File: config.mk
export PLATFORM = sky130hd
export DESIGN_NAME = uart_receiver
export DESIGN_NICKNAME = d
export VERILOG_FILES = /design/src/rtl/uart_receiver_pkg.sv /design/src/rtl/uart_rx_fifo.sv /design/src/rtl/uart_receiver.sv
export SDC_FILE = /design/constraint.sdc
export NUM_CORES = 1
export LEC_CHECK = 0
export BUFFER_PORTS_ARGS = -buffer_cell sky130_fd_sc_hd__buf_2
export CELL_PAD_IN_SITES_DETAIL_PLACEMENT = 0
export CELL_PAD_IN_SITES_GLOBAL_PLACEMENT = 2
export CORE_ASPECT_RATIO = 0.6
export CORE_MARGIN = 2
export CORE_UTILIZATION = 34
export DETAILED_ROUTE_END_ITERATION = 7
export PLACE_DENSITY_LB_ADDON = 0.3
export SLEW_MARGIN = 5
export SYNTH_ARGS = -nofsm -noshare
export SYNTH_HDL_FRONTEND = slang
export SYNTH_SLANG_ARGS = --single-unit
File: constraint.sdc
create_clock -name clk -period 7.13 [get_ports clk]
set_input_delay 1.426 -clock clk [delete_from_list [all_inputs] [get_ports clk]]
set_output_delay 1.426 -clock clk [all_outputs]
set_load 0.05 [all_outputs]
File: src/rtl/uart_receiver_pkg.sv
// Shared definitions for the UART receiver: FSM state encoding, default
// bit divisor and data width.
package uart_receiver_pkg;

  localparam int          DATA_W         = 8;
  localparam logic [15:0] DEFAULT_PERIOD = 16'd2604;

  typedef enum logic [1:0] {
    IDLE  = 2'd0,
    START = 2'd1,
    DATA  = 2'd2,
    STOP  = 2'd3
  } rx_state_t;

  // A divisor below 2 would make the half-bit wait zero clocks long.
  function automatic logic [15:0] clamp_period(input logic [15:0] p);
    return (p < 16'd2) ? 16'd2 : p;
  endfunction

endpackage

File: src/rtl/uart_rx_fifo.sv
// Receive FIFO for the UART receiver; push and pop in the same cycle are
// both honoured even when full.
module uart_rx_fifo
  import uart_receiver_pkg::*;
#(
  parameter int DEPTH = 4,
  parameter int WIDTH = DATA_W
) (
  input  logic             clk,
  input  logic             rstn,
  input  logic             push,
  input  logic             pop,
  input  logic [WIDTH-1:0] din,
  output logic [WIDTH-1:0] dout,
  output logic             empty,
  output logic             full
);

  localparam int AW = $clog2(DEPTH);

  logic [WIDTH-1:0] mem [DEPTH];
  logic [AW:0]      wr_ptr;
  logic [AW:0]      rd_ptr;
  logic             do_pop;
  logic             do_push;

  // Pointers carry one extra wrap bit to tell full from empty.
  assign empty   = (wr_ptr == rd_ptr);
  assign full    = (wr_ptr[AW] != rd_ptr[AW]) && (wr_ptr[AW-1:0] == rd_ptr[AW-1:0]);
  assign do_pop  = pop & ~empty;
  assign do_push = push & (~full | do_pop);
  assign dout    = mem[rd_ptr[AW-1:0]];

  always_ff @(posedge clk or negedge rstn) begin
    if (!rstn) begin
      wr_ptr <= '0;
      rd_ptr <= '0;
      for (int i = 0; i < DEPTH; i++) begin
        mem[i] <= '0;
      end
    end else begin
      if (do_push) begin
        mem[wr_ptr[AW-1:0]] <= din;
        wr_ptr              <= wr_ptr + 1'b1;
      end
      if (do_pop) begin
        rd_ptr <= rd_ptr + 1'b1;
      end
    end
  end

endmodule

File: src/rtl/uart_receiver.sv
// 8N1 UART receiver with synchronizer, sticky error flags and receive storage.
// Define UART_RX_FIFO_EN for a FIFO_DEPTH-entry FIFO instead of one holding register.
module uart_receiver
  import uart_receiver_pkg::*;
#(
  parameter int SYNC_STAGES = 2,
  parameter int FIFO_DEPTH  = 4
) (
  input  logic              clk,
  input  logic              rstn,
  input  logic [15:0]       period,
  input  logic              rxd,
  input  logic              rx_clear,
  output logic [DATA_W-1:0] rx_data,
  output logic              rx_ready,
  output logic              frame_err,
  output logic              overrun
);

  if (SYNC_STAGES < 2 || FIFO_DEPTH < 2 || (FIFO_DEPTH & (FIFO_DEPTH - 1)) != 0) begin : g_bad_params
    $error("uart_receiver: SYNC_STAGES must be >= 2 and FIFO_DEPTH a power of two >= 2");
  end

  logic [SYNC_STAGES-1:0] sync_q;
  logic                   line;
  logic                   prev_line;

  rx_state_t         state, state_next;
  logic [15:0]       cnt, cnt_next;
  logic [15:0]       per_q, per_next;
  logic [15:0]       half_m1;
  logic [15:0]       per_m1;
  logic [2:0]        bit_cnt, bit_cnt_next;
  logic [DATA_W-1:0] shift_q, shift_next;
  logic              commit;
  logic              frame_set;

  logic              clear_acc;
  logic              full;
  logic              overrun_set;

  assign line = sync_q[SYNC_STAGES-1];

  always_ff @(posedge clk or negedge rstn) begin
    if (!rstn) begin
      sync_q    <= '1;
      prev_line <= 1'b1;
    end else begin
      sync_q    <= {sync_q[SYNC_STAGES-2:0], rxd};
      prev_line <= line;
    end
  end

  always_ff @(posedge clk or negedge rstn) begin
    if (!rstn) begin
      state   <= IDLE;
      cnt     <= '0;
      per_q   <= DEFAULT_PERIOD;
      bit_cnt <= '0;
      shift_q <= '0;
    end else begin
      state   <= state_next;
      cnt     <= cnt_next;
      per_q   <= per_next;
      bit_cnt <= bit_cnt_next;
      shift_q <= shift_next;
    end
  end

  assign half_m1 = {1'b0, per_q[15:1]} - 16'd1;
  assign per_m1  = per_q - 16'd1;

  // The bit timer restarts at every sample point, so each wait is measured
  // from the previous sample rather than from the start edge.
  always_comb begin
    state_next   = state;
    cnt_next     = cnt + 16'd1;
    per_next     = per_q;
    bit_cnt_next = bit_cnt;
    shift_next   = shift_q;
    commit       = 1'b0;
    frame_set    = 1'b0;
    case (state)
      IDLE: begin
        cnt_next     = '0;
        bit_cnt_next = '0;
        if (prev_line && !line) begin
          state_next = START;
          per_next   = clamp_period(period);
        end
      end
      START: begin
        if (cnt == half_m1) begin
          cnt_next   = '0;
          state_next = line ? IDLE : DATA;
        end
      end
      DATA: begin
        if (cnt == per_m1) begin
          cnt_next     = '0;
          shift_next   = {line, shift_q[DATA_W-1:1]};
          bit_cnt_next = bit_cnt + 3'd1;
          if (bit_cnt == 3'(DATA_W - 1)) begin
            state_next = STOP;
          end
        end
      end
      STOP: begin
        if (cnt == per_m1) begin
          cnt_next   = '0;
          state_next = IDLE;
          commit     = line;
          frame_set  = ~line;
        end
      end
      default: state_next = IDLE;
    endcase
  end

  assign clear_acc   = rx_clear & rx_ready;
  assign overrun_set = commit & full & ~clear_acc;

`ifdef UART_RX_FIFO_EN
  logic fifo_empty;

  uart_rx_fifo #(
    .DEPTH (FIFO_DEPTH),
    .WIDTH (DATA_W)
  ) u_fifo (
    .clk   (clk),
    .rstn  (rstn),
    .push  (commit),
    .pop   (clear_acc),
    .din   (shift_q),
    .dout  (rx_data),
    .empty (fifo_empty),
    .full  (full)
  );

  assign rx_ready = ~fifo_empty;
`else
  logic [DATA_W-1:0] hold_q;
  logic              hold_valid;

  // A clear on the commit cycle frees the register just in time for the new byte.
  always_ff @(posedge clk or negedge rstn) begin
    if (!rstn) begin
      hold_q     <= '0;
      hold_valid <= 1'b0;
    end else if (commit && (!hold_valid || clear_acc)) begin
      hold_q     <= shift_q;
      hold_valid <= 1'b1;
    end else if (clear_acc) begin
      hold_valid <= 1'b0;
    end
  end

  assign rx_data  = hold_q;
  assign rx_ready = hold_valid;
  assign full     = hold_valid;
`endif

  always_ff @(posedge clk or negedge rstn) begin
    if (!rstn) begin
      frame_err <= 1'b0;
      overrun   <= 1'b0;
    end else begin
      frame_err <= frame_set | (frame_err & ~clear_acc);
      overrun   <= overrun_set | (overrun & ~clear_acc);
    end
  end

endmodule

==> After elaboration in Yosys (flattened, before gate mapping) <==
Index checks and enable logic that the tools add are counted.
{ "word_totals": {"reg_bits": 59, "in_bits": 20, "output_inout_bits": 11, "wordCells": 68} }
{ "classes": {"addsub": 4, "n_lt_le_gt_ge": 1, "eq_ne": 11, "n_mux": 19, "n_bitwise": 9, "reduce_logical": 13} }
{ "ops": {"columns": ["cell", "count"], "rows": [
  ["$mux W16", 3],
  ["$pmux W16 S3", 1],
  ["$eq A16 B16 Y1", 2],
  ["$add A16 B1 Y16 const B", 1],
  ["$lt A16 B2 Y1 const B", 1],
  ["$sub A15 B1 Y16 const B", 1],
  ["$sub A16 B1 Y16 const B", 1],
  ["$mux W2", 6],
  ["$ne A2 B2 Y1 const B", 5],
  ["$pmux W2 S4", 1],
  ["$mux W1", 6],
  ["$pmux W3 S2", 1],
  ["$reduce_and A2 Y1", 3],
  ["$and A1 B1 Y1", 5],
  ["$reduce_and A5 Y1", 1],
  ["$eq A2 B2 Y1 const B", 2],
  ["$reduce_bool A2 Y1", 2],
  ["$add A3 B1 Y3 const B", 1],
  ["$eq A3 B3 Y1 const B", 1],
  ["$mux W3", 1],
  ["$eq A2 B1 Y1 const B", 1],
  ["$logic_and A1 B1 Y1", 2],
  ["$logic_not A1 Y1", 2],
  ["$logic_not A2 Y1", 1],
  ["other kinds (4)", 6]
]} }

==> Depth between registers and ports, before layout <==
Gate-level depths: netlist of run 1.
{ "logic_depth": {"ltp_word": 7, "depth_mapped": 12, "ltp_nobuf": 9} }

==> Worst setup path before layout of run 1 <==
Ideal clock, no wire load.
{ "synth_timing": {"path_type": "reg2reg", "startpoint": "reg per_q[1]", "endpoint": "reg hold_q[0], in the netlist rx_data[0]", "setup_time_ns": 0.127, "arrival_ns": 2.873, "required_ns": 7.003, "path_slack_ns": 4.129, "path_stages_with_launch": 11, "n_path_buf": 2, "synth_period_minus_slack_ns": 3.001, "path_cell_list": "dfrtp_1 > inv_1 > ha_1 > or4b_1 > clkbuf_1 > o31a_1 > o311a_1 > nor4_4 > and3_1 > buf_4 > mux2_1"} }
{ "synth_between": {"elab_chain_cells": 5} }
{ "synth_rtl": {"columns": ["element", "line_no", "text"], "rows": [
  ["start: declaration", "uart_receiver.sv:30", "logic [15:0] per_q, per_next;"],
  ["start signal: assignment", "uart_receiver.sv:64", "per_q <= per_next;"],
  ["$sub A16 B1 Y16", "uart_receiver.sv:71", "assign per_m1 = per_q - 16'd1;"],
  ["$eq A16 B16 Y1", "uart_receiver.sv:109", "if (cnt == per_m1) begin"],
  ["$mux W1", "uart_receiver.sv:109", null],
  ["$mux W1", "uart_receiver.sv:83", "case (state)"],
  ["$logic_and A1 B1 Y1", "uart_receiver.sv:150", "end else if (commit && (!hold_valid || clear_acc)) begin"],
  ["end signal: assignment", "uart_receiver.sv:151", "hold_q <= shift_q;"],
  ["end: declaration", "uart_receiver.sv:142", "logic [DATA_W-1:0] hold_q;"]
]} }
Every way passes these cells.
A chain may end at the register's enable or synchronous reset.

==> Final worst setup path of run 1 <==
{ "layout_timing": {"startpoint": "reg per_q[7]", "endpoint": "reg cnt[1]"} }
{ "layout_between": {"elab_chain_cells": 4, "elab_cells_between_ends": 7, "cone_classes": "add/sub: 2; eq/ne: 2; mux: 3"} }
{ "layout_rtl": {"columns": ["element", "line_no", "text"], "rows": [
  ["$sub A16 B1 Y16 / $sub A15 B1 Y16 (equally long branches)", "uart_receiver.sv:71, uart_receiver.sv:70", null],
  ["$eq A16 B16 Y1 (on tied branches)", "uart_receiver.sv:99, uart_receiver.sv:109, uart_receiver.sv:93", null],
  ["$mux W16 (on tied branches)", "uart_receiver.sv:99, uart_receiver.sv:109, uart_receiver.sv:93", null],
  ["$pmux W16 S3 *", "uart_receiver.sv:83", null],
  ["via cnt_next[1]", "uart_receiver.sv:29", "logic [15:0] cnt, cnt_next;"],
  ["end signal: assignment", "uart_receiver.sv:63", "cnt <= cnt_next;"],
  ["end: declaration", "uart_receiver.sv:29", null]
]} }
Mark *: on every way through the listed nets, which the timed path passes. The rest lies on a longest branch.

==> results of run 1 <==
synth_stat cells, types with 3 or more instances:
cell type | n | area (um^2)
buf_2 | 3 | 15.0
ha_1 | 5 | 62.6
a31oi_1 | 3 | 18.8
mux2_1 | 8 | 90.1
o21ai_0 | 6 | 30.0
or4_1 | 3 | 22.5
nor3_1 | 7 | 35.0
nand4_1 | 12 | 75.1
xnor2_1 | 21 | 184
dfstp_2 | 8 | 210
nor4b_1 | 3 | 26.3
nand3b_1 | 3 | 22.5
nand3_1 | 13 | 65.1
inv_1 | 6 | 22.5
nand2b_1 | 7 | 43.8
dfrtp_1 | 51 | 1280
and3_1 | 5 | 31.3
nor2_1 | 11 | 41.3
clkbuf_1 | 22 | 82.6
buf_4 | 3 | 22.5
nor2b_1 | 4 | 25.0
xor2_1 | 25 | 219
nor4_1 | 15 | 93.8
a21oi_1 | 22 | 110
mux2_2 | 22 | 248
nand2_1 | 27 | 101
o211ai_1 | 5 | 37.5
worst register-to-register path: cells and delay by family, from the launching register on:
family,cells,cell delay (ns)
AOI/OAI and AO/OA,3,1.48
and+or+nand+nor,2,1.23
DFF,1,0.52
muxes,2,0.39
per-stage QoR:
stage / utilization [%] / cell area [um^2] / total power [mW]
3_5_place_dp: 37.9 / 3810 / 1.04
6_report: 41.1 / 4130 / 1.51
2_1_floorplan: - / 3590 / 0.914
5_1_grt: 41.1 / 4130 / 1.62
3_3_place_gp: 37.9 / 3810 / 1.05
4_1_cts: 41.1 / 4130 / 1.52
logic make-up (layout without fill, tap and decap cells):
kind of cell	Yosys count	in the layout	share of synthesized area, %
xor gates and xnor gates	46	46	11.2
AOI/OAI and AO/OA	57	57	10.7
buffers and inverters	35	54	4.08
adders and majority gates	5	5	1.74
and+or+nand+nor	128	128	20.9
muxes	32	32	9.97
DFF	59	59	41.4
registers in the layout (all words and copies together), names as in the netlist, named ones only:
| signal | count |
|---|---|
| shift_q | 8 |
| frame_err | 1 |
| rx_data | 8 |
| per_q | 16 |
| cnt | 16 |
| overrun | 1 |
| bit_cnt | 3 |
| state | 1 |
| prev_line | 1 |
| sync_q | 2 |
| rx_ready | 1 |
area by class of cell:
class / instances / share of cell area, %
Tap cell: 135 / 4.09
Multi-Input combinational cell: 268 / 47.6
Clock buffer: 12 / 5.97
Clock inverter: 4 / 1.82
Sequential cell: 59 / 36.0
Inverter: 6 / 0.546
Timing Repair Buffer: 32 / 4.00
metal layers:
metal	share of wire, %	wire length (um)	up-vias
met2	37	3360	73
met4	0.79	72	0
met5	0	0	-
li1	-	-	1347
met1	56	5050	1351
met3	6.4	581	7
worst paths after layout:
| kind | endpoint | cells past startpoint |
|---|---|---|
| max | cnt[1] | 7 |
| min | sync_q[1] | 0 |
| max reg2reg | cnt[1] | 7 |
| min reg2reg | sync_q[1] | 0 |
| max in group asynchronous | per_q[1] | 2 |
| min in group asynchronous | overrun | 2 |
power by group through the flow:
stage,Sequential [mW],Combinational [mW],Clock (mW)
detailed placement,0.576,0.468,0
floorplan,0.459,0.455,0
CTS,0.571,0.472,0.479
global route,0.590,0.530,0.496
global placement,0.577,0.469,0
finish,0.575,0.474,0.464
==> results.toml, run 1 <==
[run_status]
outcome = "finished clean"

[global_routing]
gr-usage-met2_pct = 20.1
grt_util_met3_pct = 5.04
grt_max_degree = 60
grt_pass1_vias = 2620
grt_pass1_wl_um = 14700
grt.overflow.total = 0
grtUsageMet1_pct = 27.8
grt_usage_pct = 16.8
top_usage_layer = "met1"
antenna_found_initial = 0

[worst_setup_path]
critPathKind = "reg2reg"
slowest_delay_ns = 1.02
reg2reg_from = "per_q[7]"
cpMaxStageDelayCell = "o31ai_2"
path_buf_inv = 0
crit_path_end_kind = "flip-flop"
reg2reg_slack_ns = 3.31
critPathLaunchType = "flip-flop"
cp_data_arrival_time_ns = 3.95
critical_path.top_delay_family = "compound AO/OA/AOI/OAI gates"
critPathMaxFanout = 17
startpoint = "per_q[7]"
critical_path_required_ns = 7.26
path_cells = "nor4_1 > nand4_1 > mux2_2 > mux2i_1 > o22a_1 > o31ai_2 > a21boi_0"

[timing]
fin_setup_tns_ns = 0
setup_viol = 0
rsz0062_at_grt = "false"
fin_crit_ns = 3.82
max_freq_mhz = 262
slew_violations = 0
final-hold-violation-count = 0
relSlewSlack_pct = 18.2
worst_pin_slew_ns = 1.22
fin_ws_ns = 3.31
whs_ns = 0.356
final.period_utilization_pct = 53.6
fin_worst_skew_ns = 0.00969

[hold_path]
min-delay-start = "sync_q[0]"
min-delay-path-class = "reg2reg"

[final_layout]
mostFrequentLayoutCell = "dfrtp_1"
drive_gt1_share_pct = 22.8
area_growth_pct = 15.0
fin_nets = 401
multiInputGateArea_um2 = 1960
fin_cells = 516
n_antenna_cell = 0
register_area_um2 = 1490
nFillCells = 977
final_cell_mix = "51 x dfrtp_1, 30 x buf_2, 27 x nand2_1, 25 x xor2_1"

[pwr]
clockPowerShare_pct = 30.7
p_leak_nw = 1.73
intPower_mw = 0.946
pwr-share-seq_pct = 38.0
switchingPower_mw = 0.567
p_sw_share_pct = 37.5
ir_worst_vdd_uv = 134
power.density_nw_per_um2 = 367
pwr-share-comb_pct = 31.3

[routing]
drt-pass1-iter-count = 4
wire_per_inst_um = 17.6
vias_per_cell = 5.38
routed_wl_um = 9060
via_count = 2778
drtIter0Drc = 155
drtAntennaViolNets = 0
drc_errors = 0

[floorplanning]
fp.dieArea_um2 = 11400
start_util_pct = 35.7
core_um2 = 10100
fp.dieW_um = 137
dieHeight_um = 83.6
ios = 31
num_rows = 28

[clocking]
clock_latency_ns = 0.33
cts_setup_buffers = 0
cts-resized-gates = 0
ctsHoldBuffers = 0
cts_buffers = 9
cts_tree = "built"
clockRootBuffer = "clkbuf_16"
htree_levels = 3
clockBufferDepth = 2
clkSinkCount = 59
cts.clk_slew.worst_paths_ns = 0.05

[place]
portBuffers = 30
place_inst = 500
gp_congestion = 0.840
hpwl_um = 6560
post-place-ws_ns = 3.33

[synth]
synth_seq_cells = 59
synth_edf_count = 0
seq_area_frac_synth_pct = 41.4
synth_area_per_cell_um2 = 9.92
async_flop_share_pct = 100
synth_cells = 362
syn_area_um2 = 3590
ys.warnings.count = 0
synth_cell_types = 63
synth_nets = 387
synth_ff_type = "dfrtp_1"

[run]
drv_cap = 0
Power figures use the tool's default switching activity.
==> run 2, diff against run 1 <==
Clock period 7.13 ns to 3.47 ns, I/O delays scaled along.
==> run 2 against run 1 <==
Effect of this change: via count rose by 1.6%; power rose by 100%; hold slack improved by 0.0030 ns; critical path type unchanged; largest cell class unchanged.
==> results.toml, run 2 (synthesis results as in run 1) <==
[timing]
setup_viol = 0
final.period_utilization_pct = 94.5
rsz0062_at_grt = "false"
worst_pin_slew_ns = 0.586
final-hold-violation-count = 0
relSlewSlack_pct = 61.0
max_freq_mhz = 305
whs_ns = 0.359
slew_violations = 0
fin_setup_tns_ns = 0
fin_crit_ns = 3.28
fin_worst_skew_ns = 0.00415

[routing]
drtIter0Drc = 164
via_count = 2822
drc_errors = 0
drt-pass1-iter-count = 4
routed_wl_um = 9120
drtAntennaViolNets = 0
vias_per_cell = 5.37
wire_per_inst_um = 17.3

[run_status]
outcome = "finished clean"

[clocking]
ctsHoldBuffers = 0
cts_buffers = 9
clockBufferDepth = 2
clock_latency_ns = 0.32
cts-resized-gates = 0
cts_setup_buffers = 0
cts_tree = "built"
cts.clk_slew.worst_paths_ns = 0.05
clkSinkCount = 59
htree_levels = 3
clockRootBuffer = "clkbuf_16"

[worst_setup_path]
crit_path_end_kind = "flip-flop"
critPathLaunchType = "flip-flop"
reg2reg_from = "per_q[1]"
path_cells = "inv_1 > ha_1 > or4b_1 > o21a_1 > a2111oi_2 > o2bb2ai_1 > nor4_4 > buf_4 > nand2_2 > mux2_2"
critical_path_required_ns = 3.67
critPathKind = "reg2reg"
cpMaxStageDelayCell = "or4b_1"
r2r_cells = 10
r2r-end = "shift_q[3]"
startpoint = "per_q[1]"
cp_data_arrival_time_ns = 3.48
reg2reg_slack_ns = 0.19
slowest_delay_ns = 0.62
critPathMaxFanout = 12
crit_path_end = "shift_q[3]"

[global_routing]
gr-usage-met2_pct = 20.4
grt_pass1_vias = 2584
antenna_found_initial = 0
grt_pass1_wl_um = 14800
grtUsageMet1_pct = 29.1
top_usage_layer = "met1"
grt.overflow.total = 0
grt_util_met3_pct = 4.19
grt_usage_pct = 17.1
grt_max_degree = 36

[final_layout]
area_growth_pct = 16.0
register_area_um2 = 1490
top_regs = "cnt (16), per_q (16)"
nFillCells = 998
drive_gt1_share_pct = 25.6
final_cell_mix = "51 x dfrtp_1, 30 x buf_2, 27 x nand2_1, 25 x xor2_1"
fin_nets = 411
mostFrequentLayoutCell = "dfrtp_1"
multiInputGateArea_um2 = 1960
n_antenna_cell = 0

[place]
portBuffers = 30
hpwl_um = 6770
gp_congestion = 0.811

[hold_path]
min-delay-start = "sync_q[0]"
min-delay-path-class = "reg2reg"

[pwr]
ir_worst_vdd_uv = 351
total_power_mw = 3.03
p_leak_nw = 1.77
power.density_nw_per_um2 = 729

[floorplanning]
start_util_pct = 35.7
fp.dieArea_um2 = 11400
dieHeight_um = 83.6
fp.dieW_um = 137
core_um2 = 10100
ios = 31
num_rows = 28

[run]
drv_cap = 0
[run 2: stage by stage]
stage | instances | utilization, % | setup WS [ns] | area (um^2)
after floorplan | 362 | - | 0.469 | 3590
after global placement | 510 | 38.6 | 0.229 | 3880
after detailed placement | 510 | 38.6 | 0.145 | 3880
after CTS | 526 | 41.4 | 0.109 | 4160
after global routing | 526 | 41.4 | 0.00376 | 4160
final | 526 | 41.4 | 0.192 | 4160
[run 2: final cells by class]
class                   instances  area share, %
well taps                     135           4.06
repair buffers                 42           5.77
clock buffers                  11           6.07
multi-input cells             268           47.2
clock inverters                 5          0.661
inverters                       6          0.541
flip-flops and latches         59           35.7
[run 2: worst min-delay path by stage]
stage                            to  cells past startpoint
final                     sync_q[1]                      0
after floorplan           sync_q[1]                      0
after CTS                 sync_q[1]                      0
after global placement    sync_q[1]                      0
after global routing      sync_q[1]                      0
after detailed placement  sync_q[1]                      0
[run 2: layer usage]
layer  wire, um  up-vias  part of all wire [%]
li1           -     1371                     -
met3        492        4                   5.4
met5          0        -                     0
met1       5210     1392                    57
met2       3380       55                    37
met4         31        0                  0.34
[run 2: power breakdown]
part	internal, mW	switching [mW]	leakage (nW)
clock network	0.516	0.300	0.141
registers	0.845	0.284	0.763
logic	0.505	0.584	0.868
[run 2: critical path: cells and delay by family (launching register included)]
family,cells,cell delay (ns)
adder cells (fa/ha/maj),1,0.26
AO/OA/AOI/OAI,3,0.72
multiplexers,1,0.32
flip-flops,1,0.43
buffers and inverters,2,0.34
AND/OR/NAND/NOR,3,1.09
==> run 3, diff against run 2 <==
Clock period 3.47 ns to 3.4 ns, I/O delays scaled along.
==> run 3 against run 2 <==
Effect of this change: critical path depth is 1 lower; via count grew 0.14%; cell count increased by 0.76%; sequential cell count did not move; clock power grew 7.2%; critical path type unchanged; first-iteration DRC count is 22% higher; sequential share of layout area down 0.46 points; power is 5.5% higher; wire length increased by 5.1%; die area did not move.
==> results.toml, run 3 (synthesis results as in run 1) <==
[final_layout]
post-route-util_pct = 41.9
multiInputGateArea_um2 = 1980
drive_gt1_share_pct = 26.8
fin_cells = 530
register_area_um2 = 1490
n_antenna_cell = 0
top_regs = "cnt (16), per_q (16)"
mostFrequentLayoutCell = "dfrtp_1"
final_cell_mix = "51 x dfrtp_1, 30 x buf_2, 27 x nand2_1, 25 x xor2_1"
fin_nets = 415
postLayoutCellArea_um2 = 4220
area_growth_pct = 17.5
nFillCells = 972

[timing]
setup_viol = 0
fin_worst_skew_ns = 0.00658
whs_ns = 0.357
fin_ws_ns = 0.241
slew_violations = 0
rsz0062_at_grt = "false"
worst_pin_slew_ns = 0.870
final-hold-violation-count = 0
fin_crit_ns = 3.16
fin_setup_tns_ns = 0
relSlewSlack_pct = 42.0
final.period_utilization_pct = 92.9
max_freq_mhz = 317

[global_routing]
grt.overflow.total = 0
grt_usage_pct = 18.5
antenna_found_initial = 0
grt_pass1_wl_um = 16000
grt_pass1_vias = 2792
grt_max_degree = 37

[worst_setup_path]
slowest_delay_ns = 0.56
reg2reg_from = "per_q[1]"
startpoint = "per_q[1]"
crit_path_end_kind = "flip-flop"
critical_path.top_delay_family = "simple AND/OR/NAND/NOR gates"
critical_path_required_ns = 3.61
cp_data_arrival_time_ns = 3.37
path_buf_inv = 2
critPathKind = "reg2reg"
critPathMaxFanout = 12
critPathLaunchType = "flip-flop"
crit_path_end = "shift_q[0]"
path_depth = 9
path_cells = "inv_1 > ha_1 > or4b_4 > o31a_1 > o311a_1 > nor4_4 > buf_4 > nand2_2 > mux2_2"
reg2reg_slack_ns = 0.24
r2r-end = "shift_q[0]"
r2r_cells = 9
cpMaxStageDelayCell = "or4b_4"

[clocking]
clockRootBuffer = "clkbuf_16"
cts_tree = "built"
cts_buffers = 9
htree_levels = 3
clockBufferDepth = 2
ctsHoldBuffers = 0
clkSinkCount = 59
clock_latency_ns = 0.33
cts.clk_slew.worst_paths_ns = 0.05

[routing]
drt-pass1-iter-count = 4
drc_errors = 0
vias_per_cell = 5.33
routed_wl_um = 9590
drtIter0Drc = 200
drtAntennaViolNets = 0
wire_per_inst_um = 18.1
via_count = 2826

[place]
postPlaceCellArea_um2 = 3900
gp_congestion = 0.865
post-place-ws_ns = 0.0665
portBuffers = 30
place_inst = 513
hpwl_um = 7100

[hold_path]
min-delay-start = "sync_q[0]"
min-delay-path-class = "reg2reg"

[pwr]
p_leak_nw = 1.80
total_power_mw = 3.20
ir_worst_vdd_uv = 279
power.density_nw_per_um2 = 759

[run_status]
outcome = "finished clean"

[run]
drv_cap = 0

[floorplanning]
dieHeight_um = 83.6
fp.dieArea_um2 = 11400
num_rows = 28
ios = 31
start_util_pct = 35.7
core_um2 = 10100
fp.dieW_um = 137
==> run 3: cell types whose count changed in the layout (fill, tap and decap cells not counted), sizes merged <==
cell      change
buf           +4
bufinv        +1
clkinvlp      -1
==> run 3: report_power, final <==
| part | leakage [nW] | internal (mW) | switching (mW) |
|---|---|---|---|
| registers | 0.763 | 0.862 | 0.276 |
| logic | 0.890 | 0.539 | 0.649 |
| clock network | 0.143 | 0.564 | 0.312 |
| total | 1.80 | 1.96 | 1.24 |
==> run 3: routing by layer <==
metal | vias to the layer above | global-route usage (%) | part of all wire (%)
met5 | - | 0 | 0
met4 | 0 | 5.11 | 0.94
met3 | 9 | 4.13 | 7.8
met2 | 67 | 22.8 | 38
met1 | 1375 | 30.7 | 53
li1 | 1375 | - | -
==> run 3: worst min-delay path by stage <==
| stage | to | slack [ns] | cells past startpoint |
|---|---|---|---|
| 2_1_floorplan | sync_q[1] | 0.35 | 0 |
| 3_3_place_gp | sync_q[1] | 0.35 | 0 |
| 3_5_place_dp | sync_q[1] | 0.35 | 0 |
| 4_1_cts | sync_q[1] | 0.36 | 0 |
| 5_1_grt | sync_q[1] | 0.36 | 0 |
| 6_report | sync_q[1] | 0.36 | 0 |
==> run 3: area by class of cell <==
cell class,count,area share [%]
Tap cell,135,4.01
Timing Repair Buffer,46,6.41
Sequential cell,59,35.3
Clock inverter,5,1.28
Multi-Input combinational cell,268,47.0
Clock buffer,11,5.52
Inverter,6,0.534
==> run 3: worst reg2reg max path: cells and delay by family, from the launching register on <==
| kind | cells | cell delay [ns] |
|---|---|---|
| buf+inv | 2 | 0.34 |
| fa+ha+maj | 1 | 0.27 |
| simple gates | 3 | 1.04 |
| flops | 1 | 0.43 |
| mux | 1 | 0.32 |
| compound gates | 2 | 0.64 |
==> run 3: what timing repair did <==
action | 4_1_cts | 5_1_grt
gates resized for setup | 0 | 5
buffers inserted | 0 | 1
setup endpoints to repair | 0 | 33
